### src/rtl/gray_mon_pkg.sv
// Shared types and helpers for the Gray-code monitor.
// The optional debounce path is enabled by defining GRAY_MON_DEBOUNCE_EN.
package gray_mon_pkg;

   localparam int GRAY_W = 3;

   typedef enum logic [1:0] {
      INIT  = 2'd0,
      TRACK = 2'd1,
      FAULT = 2'd2
   } state_t;

   typedef enum logic [1:0] {
      HOLD = 2'd0,
      FWD  = 2'd1,
      BWD  = 2'd2,
      ILL  = 2'd3
   } xclass_t;

   // Classifies a move between two decoded binary values; the difference
   // wraps modulo 2^GRAY_W, so 7->0 is a forward step and 0->7 a backward one.
   function automatic xclass_t classify(input logic [GRAY_W-1:0] b_new,
                                        input logic [GRAY_W-1:0] b_old);
      logic [GRAY_W-1:0] d;
      d = b_new - b_old;
      if (d == '0)
         return HOLD;
      else if (d == GRAY_W'(1))
         return FWD;
      else if (d == '1)
         return BWD;
      else
         return ILL;
   endfunction

endpackage

### src/rtl/gray_mon_if.sv
// Signal bundle between the Gray counter side (master) and the monitor (slave).
// Gray_In has no valid/ready: it is a free-running code sampled on every Clk edge.
interface gray_mon_if
   import gray_mon_pkg::*;
#(
   parameter int LAP_W = 8
) ();

   logic [GRAY_W-1:0] Gray_In;
   logic [GRAY_W-1:0] Bin_Out;
   logic              Step;
   logic              Back;
   logic              Err;
   logic [LAP_W-1:0]  Lap_Cnt;

   modport master (
      output Gray_In,
      input  Bin_Out, Step, Back, Err, Lap_Cnt
   );

   modport slave (
      input  Gray_In,
      output Bin_Out, Step, Back, Err, Lap_Cnt
   );

endinterface

### src/rtl/gray_to_bin.sv
// Combinational Gray-to-binary decode: each binary bit is the XOR of all
// Gray bits at or above its position.
module gray_to_bin
   import gray_mon_pkg::*;
(
   input  logic [GRAY_W-1:0] gray,
   output logic [GRAY_W-1:0] bin
);

   for (genvar i = 0; i < GRAY_W; i++) begin : g_bit
      assign bin[i] = ^gray[GRAY_W-1:i];
   end

endmodule

### src/rtl/gray_monitor.sv
// Gray-code monitor: decodes the upstream counter, flags forward/backward steps,
// counts forward laps and latches illegal moves. Debounce: GRAY_MON_DEBOUNCE_EN.
module gray_monitor
   import gray_mon_pkg::*;
#(
   parameter int LAP_W = 8
) (
   input  logic       Clk,
   input  logic       Reset,
   input  logic       Clr,
   gray_mon_if.slave  mon,
   output state_t     dbg_state
);

   localparam logic [LAP_W-1:0] LAP_MAX = '1;

   state_t            state_q;
   logic [GRAY_W-1:0] g_q;
   logic [GRAY_W-1:0] bin_q;
   logic              step_q;
   logic              back_q;
   logic              err_q;
   logic [LAP_W-1:0]  lap_q;

   logic [GRAY_W-1:0] code_in;
   logic [GRAY_W-1:0] b_new;
   logic [GRAY_W-1:0] b_old;
   logic              stable;
   xclass_t           xc;

`ifdef GRAY_MON_DEBOUNCE_EN
   // A new code counts only once it has been seen on two consecutive edges.
   logic [GRAY_W-1:0] cand_q;
   assign stable = (mon.Gray_In == cand_q);
`else
   assign stable = 1'b1;
`endif

   // INIT always loads the raw input; otherwise an unsettled code looks like a hold.
   assign code_in = (state_q == INIT || stable) ? mon.Gray_In : g_q;

   gray_to_bin u_new (.gray(code_in), .bin(b_new));
   gray_to_bin u_old (.gray(g_q),     .bin(b_old));

   assign xc = classify(b_new, b_old);

   always_ff @(posedge Clk or posedge Reset) begin
      if (Reset) begin
         state_q <= INIT;
         g_q     <= '0;
         bin_q   <= '0;
         step_q  <= 1'b0;
         back_q  <= 1'b0;
         err_q   <= 1'b0;
         lap_q   <= '0;
`ifdef GRAY_MON_DEBOUNCE_EN
         cand_q  <= '0;
`endif
      end else begin
         step_q <= 1'b0;
         back_q <= 1'b0;
`ifdef GRAY_MON_DEBOUNCE_EN
         cand_q <= mon.Gray_In;
`endif
         if (Clr) begin
            state_q <= INIT;
            err_q   <= 1'b0;
            lap_q   <= '0;
         end else begin
            case (state_q)
               INIT: begin
                  g_q     <= code_in;
                  bin_q   <= b_new;
                  state_q <= TRACK;
               end
               TRACK: begin
                  g_q <= code_in;
                  case (xc)
                     FWD: begin
                        step_q <= 1'b1;
                        bin_q  <= b_new;
                        if (b_old == '1 && lap_q != LAP_MAX)
                           lap_q <= lap_q + LAP_W'(1);
                     end
                     BWD: begin
                        back_q <= 1'b1;
                        bin_q  <= b_new;
                     end
                     ILL: begin
                        err_q   <= 1'b1;
                        bin_q   <= b_new;
                        state_q <= FAULT;
                     end
                     default: ;
                  endcase
               end
               FAULT: begin
                  g_q   <= code_in;
                  bin_q <= b_new;
               end
               default: state_q <= INIT;
            endcase
         end
      end
   end

   assign mon.Bin_Out = bin_q;
   assign mon.Step    = step_q;
   assign mon.Back    = back_q;
   assign mon.Err     = err_q;
   assign mon.Lap_Cnt = lap_q;
   assign dbg_state   = state_q;

endmodule

### src/flat_wrapper.sv
// flat-port wrapper written by rule: the top's interface ports become plain ports
module gray_monitor_flat import gray_mon_pkg::*;
#(
   parameter int LAP_W = 8
)
  (Clk, Reset, Clr, dbg_state, mon_Gray_In, mon_Bin_Out, mon_Step, mon_Back, mon_Err, mon_Lap_Cnt);
  gray_mon_if #(.LAP_W(LAP_W)) mon_i ();
  input  logic Clk;
  input  logic Reset;
  input  logic Clr;
  output state_t dbg_state;
  input wire logic [$bits(mon_i.Gray_In)-1:0] mon_Gray_In;
  output wire logic [$bits(mon_i.Bin_Out)-1:0] mon_Bin_Out;
  output wire logic [$bits(mon_i.Step)-1:0] mon_Step;
  output wire logic [$bits(mon_i.Back)-1:0] mon_Back;
  output wire logic [$bits(mon_i.Err)-1:0] mon_Err;
  output wire logic [$bits(mon_i.Lap_Cnt)-1:0] mon_Lap_Cnt;
  assign mon_i.Gray_In = mon_Gray_In;
  assign mon_Bin_Out = mon_i.Bin_Out;
  assign mon_Step = mon_i.Step;
  assign mon_Back = mon_i.Back;
  assign mon_Err = mon_i.Err;
  assign mon_Lap_Cnt = mon_i.Lap_Cnt;
  gray_monitor #(.LAP_W(LAP_W)) u_core (.Clk(Clk), .Reset(Reset), .Clr(Clr), .mon(mon_i), .dbg_state(dbg_state));
endmodule
### config.mk
export PLATFORM = sky130hd
export DESIGN_NAME = gray_monitor_flat
export DESIGN_NICKNAME = d
export VERILOG_FILES = /design/src/rtl/gray_mon_pkg.sv /design/src/rtl/gray_mon_if.sv /design/src/rtl/gray_to_bin.sv /design/src/rtl/gray_monitor.sv /design/src/flat_wrapper.sv
export SDC_FILE = /design/constraint.sdc
export NUM_CORES = 1
export LEC_CHECK = 0
export BUFFER_PORTS_ARGS = -buffer_cell sky130_fd_sc_hd__buf_4
export CAP_MARGIN = 25
export CORE_MARGIN = 2
export CORE_UTILIZATION = 35
export DETAILED_ROUTE_END_ITERATION = 7
export PLACE_DENSITY = 0.53
export RECOVER_POWER = 50
export REMOVE_ABC_BUFFERS = 1
export SETUP_SLACK_MARGIN = 0.5
export SYNTH_ARGS = -nofsm -noshare
export SYNTH_HDL_FRONTEND = slang
export SYNTH_SLANG_ARGS = --single-unit
### constraint.sdc
create_clock -name Clk -period 3.2 [get_ports Clk]
set_input_delay 0.64 -clock Clk [delete_from_list [all_inputs] [get_ports Clk]]
set_output_delay 0.64 -clock Clk [all_outputs]
set_load 0.01 [all_outputs]
==> results_dict.tcl <==
set metrics [dict create \
    cp-start-kind "primary input" \
    clock-sinks 19 \
    status "completed" \
    cts.htree.levels 1 \
    core_area_sq_um 2730 \
    clk_latency_ps 310 \
    synth_area_sq_um 993 \
    io_pins 22 \
    timing.final.crit_share_pct 88.4 \
    die_area_sq_um 3280 \
    final_util_pct 51.2 \
    cp_data_arrival_time_ps 3070 \
    synthXorXnorAreaFrac_pct 5.79 \
    fp.dieH_um 57.3 \
    grt_use_total_pct 15.4 \
    max_slew.worst_pin.slew_ps 765 \
    relSlewSlack_pct 48.6 \
    skew_ps 12.5 \
    rsz0062_at_grt "true" \
    hold_viol 0 \
    setup_viol 0 \
    cts_buffer_depth 2 \
    fin_cells 155 \
    synth_top_family_by_area "compound AO/OA/AOI/OAI gates" \
    synth_compound_area_share_pct 16.8 \
    dp_hpwl_um 1530 \
    initial_core_util_pct 36.3 \
    dp_cells 147 \
    cap_viol_max_count 0 \
    cellPowerDensity_nw_per_um2 585 \
    nNetsFinal 134 \
    grt_start_max_net_pins 20 \
    critPathKind "primary input to flip-flop" \
    worst_path_max_delay_cell "or4b_4" \
    fmax_ghz 0.354 \
    ys_warn_count 0 \
    leakagePower_nw 0.612 \
    diodes 0 \
    synthAdderAreaFrac_pct 4.53 \
    grt_pass1_vias 819 \
    areaGrowthSynthToFinish_pct 40.9 \
    ant_nets 0 \
    cts_buffers 3 \
    synthMuxAreaShare_pct 6.68 \
    clk_pin_slew_ps 120 \
    drc 0 \
    synthCells 92 \
    endpoint_kind "flip-flop" \
    grt_pass1_wl_um 3830 \
    critPathMaxFanout 5 \
    layout_min_cycle_time_ps 2830 \
    slowest_delay_ps 550 \
    critPathMostFrequentCell "buf_6" \
    gr-total-overflow 0 \
    gp_congestion 0.747 \
    layout-drive-gt1-share_pct 47.6 \
    post_synth.cell_area_avg_sq_um 10.8 \
    cts_tree "done" \
    seq_area_frac_synth_pct 47.9 \
    synth_simple_gate_area_share_pct 14.1 \
    cts_root_buf "clkbuf_4" \
    ys_seq_elements 19 \
    hold_path_class "primary input to asynchronous set/reset pin" \
    drt-total-wl_um 2320 \
    required_ps 3440 \
    antenna_found_initial 0 \
    wl_per_cell_um 15.0 \
    final_cell_mix "buf_4 (21), dfrtp_1 (19), inv_1 (7)" \
    peakVddDrop_mv 0.445 \
    crit_chain "buf_6, xor2_4, xnor2_2, ha_2, inv_2, fa_2, xnor3_1, or4b_4, buf_6, or3_4, a21oi_2" \
    viasPerCell 5.31 \
    row_count 19 \
    synth.distinct_cells 33 \
    vias 823 \
    holdBufCountCts 0 \
    slew_violations 0 \
    final_common_cell "buf_4" \
    first_pass_iters 3 \
    io_buffers 21 \
    drtIter0Drc 17 \
    chipWidth_um 57.3 \
]
## worst max-delay path, delay by kind of cell
kind,cells,cell delay [ps]
buffers and inverters,3,300
AO/OA/AOI/OAI,1,140
adder cells (fa/ha/maj),2,530
AND/OR/NAND/NOR,2,910
XOR/XNOR,3,550
## synthesized netlist by cell type, drive strengths merged
cell type	number	area share, %
dfrtp	19	48
inv	8	3.0
a21oi	7	3.5
mux2	5	5.7
o21ai	5	2.5
and3	3	1.9
o311ai	3	2.6
o31ai	3	2.3
o41ai	3	2.6
or2	3	1.9
or3	3	1.9
xnor2	3	2.6
a22o	2	1.8
clkbuf	2	0.76
ha	2	2.5
nand2	2	0.76
nand3	2	1.0
nor2	2	0.76
nor3	2	1.0
or4	2	1.5
a31oi	1	0.63
and4	1	0.88
buf	1	0.50
fa	1	2.0
mux2i	1	1.0
nand4	1	0.63
nor4b	1	0.88
o211ai	1	0.76
or4b	1	1.0
xnor3	1	2.3
xor2	1	0.88
## through the flow
step	setup slack, ps	TNS [ps]	total power, W	cell area [sq um]	hold slack, ps
3_3_place_gp	-35.1	-71.7	0.000642	1220	497
4_1_cts	314	0	0.000810	1330	486
5_1_grt	273	0	0.000879	1400	483
2_1_floorplan	-93.5	-155	0.000504	981	526
3_5_place_dp	-91.5	-433	0.000645	1220	503
6_report	372	0	0.000818	1400	440
## state kept, by name (all words and copies together) (netlist names)
signal	cells
u_core.mon.Bin_Out	3
u_core.g_q	3
u_core.mon.Step	1
u_core.mon.Err	1
u_core.dbg_state	2
u_core.mon.Lap_Cnt	8
u_core.mon.Back	1
## path summary, 6_finish.rpt
kind                                      from                    end  slack, ps  cells after the start
worst max-delay path            mon_Gray_In[2]  u_core.mon.Lap_Cnt[3]        370                     11
max in group asynchronous                Reset  u_core.mon.Lap_Cnt[2]       2300                      2
worst min-delay path                     Reset  u_core.mon.Lap_Cnt[4]        440                      2
min in group Clk                u_core.mon.Err         u_core.mon.Err        520                      1
worst max register to register   u_core.g_q[2]  u_core.mon.Lap_Cnt[3]        370                     10
worst min register to register  u_core.mon.Err         u_core.mon.Err        520                      1
## area by class of cell
class	count	area (sq um)
clock buffers	3	22.5
multi-input cells	62	606
fillers	254	1330
inverters	8	30.0
repair buffers	31	223
well taps	31	38.8
clock inverters	1	5.00
flip-flops and latches	19	475
## power by group
part | switching, W | internal (W)
registers | 0.0000447 | 0.000281
clock network | 0.0000772 | 0.0000467
logic | 0.000181 | 0.000189
## per-layer routing
layer  track usage (%)  up-vias  wire length (um)
met5                 0        -                 0
met4              4.98        0                26
met3              4.76        5                97
met2              24.1       16              1120
met1              20.5      399              1080
li1                  -      403                 -
## repair_timing
item / in CTS / in global routing
setup buffers: 2 / 1
cloned: 1 / 0
setup endpoints to repair: 8 / 10
pin swaps: 10 / 5
gates resized for setup: 15 / 14
## logic make-up (layout without fill, tap and decap cells)
logic type / Yosys count / in the layout
compound gates: 25 / 25
xor+xnor: 5 / 5
fa+ha+maj: 3 / 3
buf+inv: 11 / 43
flops: 19 / 19
mux: 6 / 6
simple gates: 23 / 23
Power figures use the tool's default switching activity.
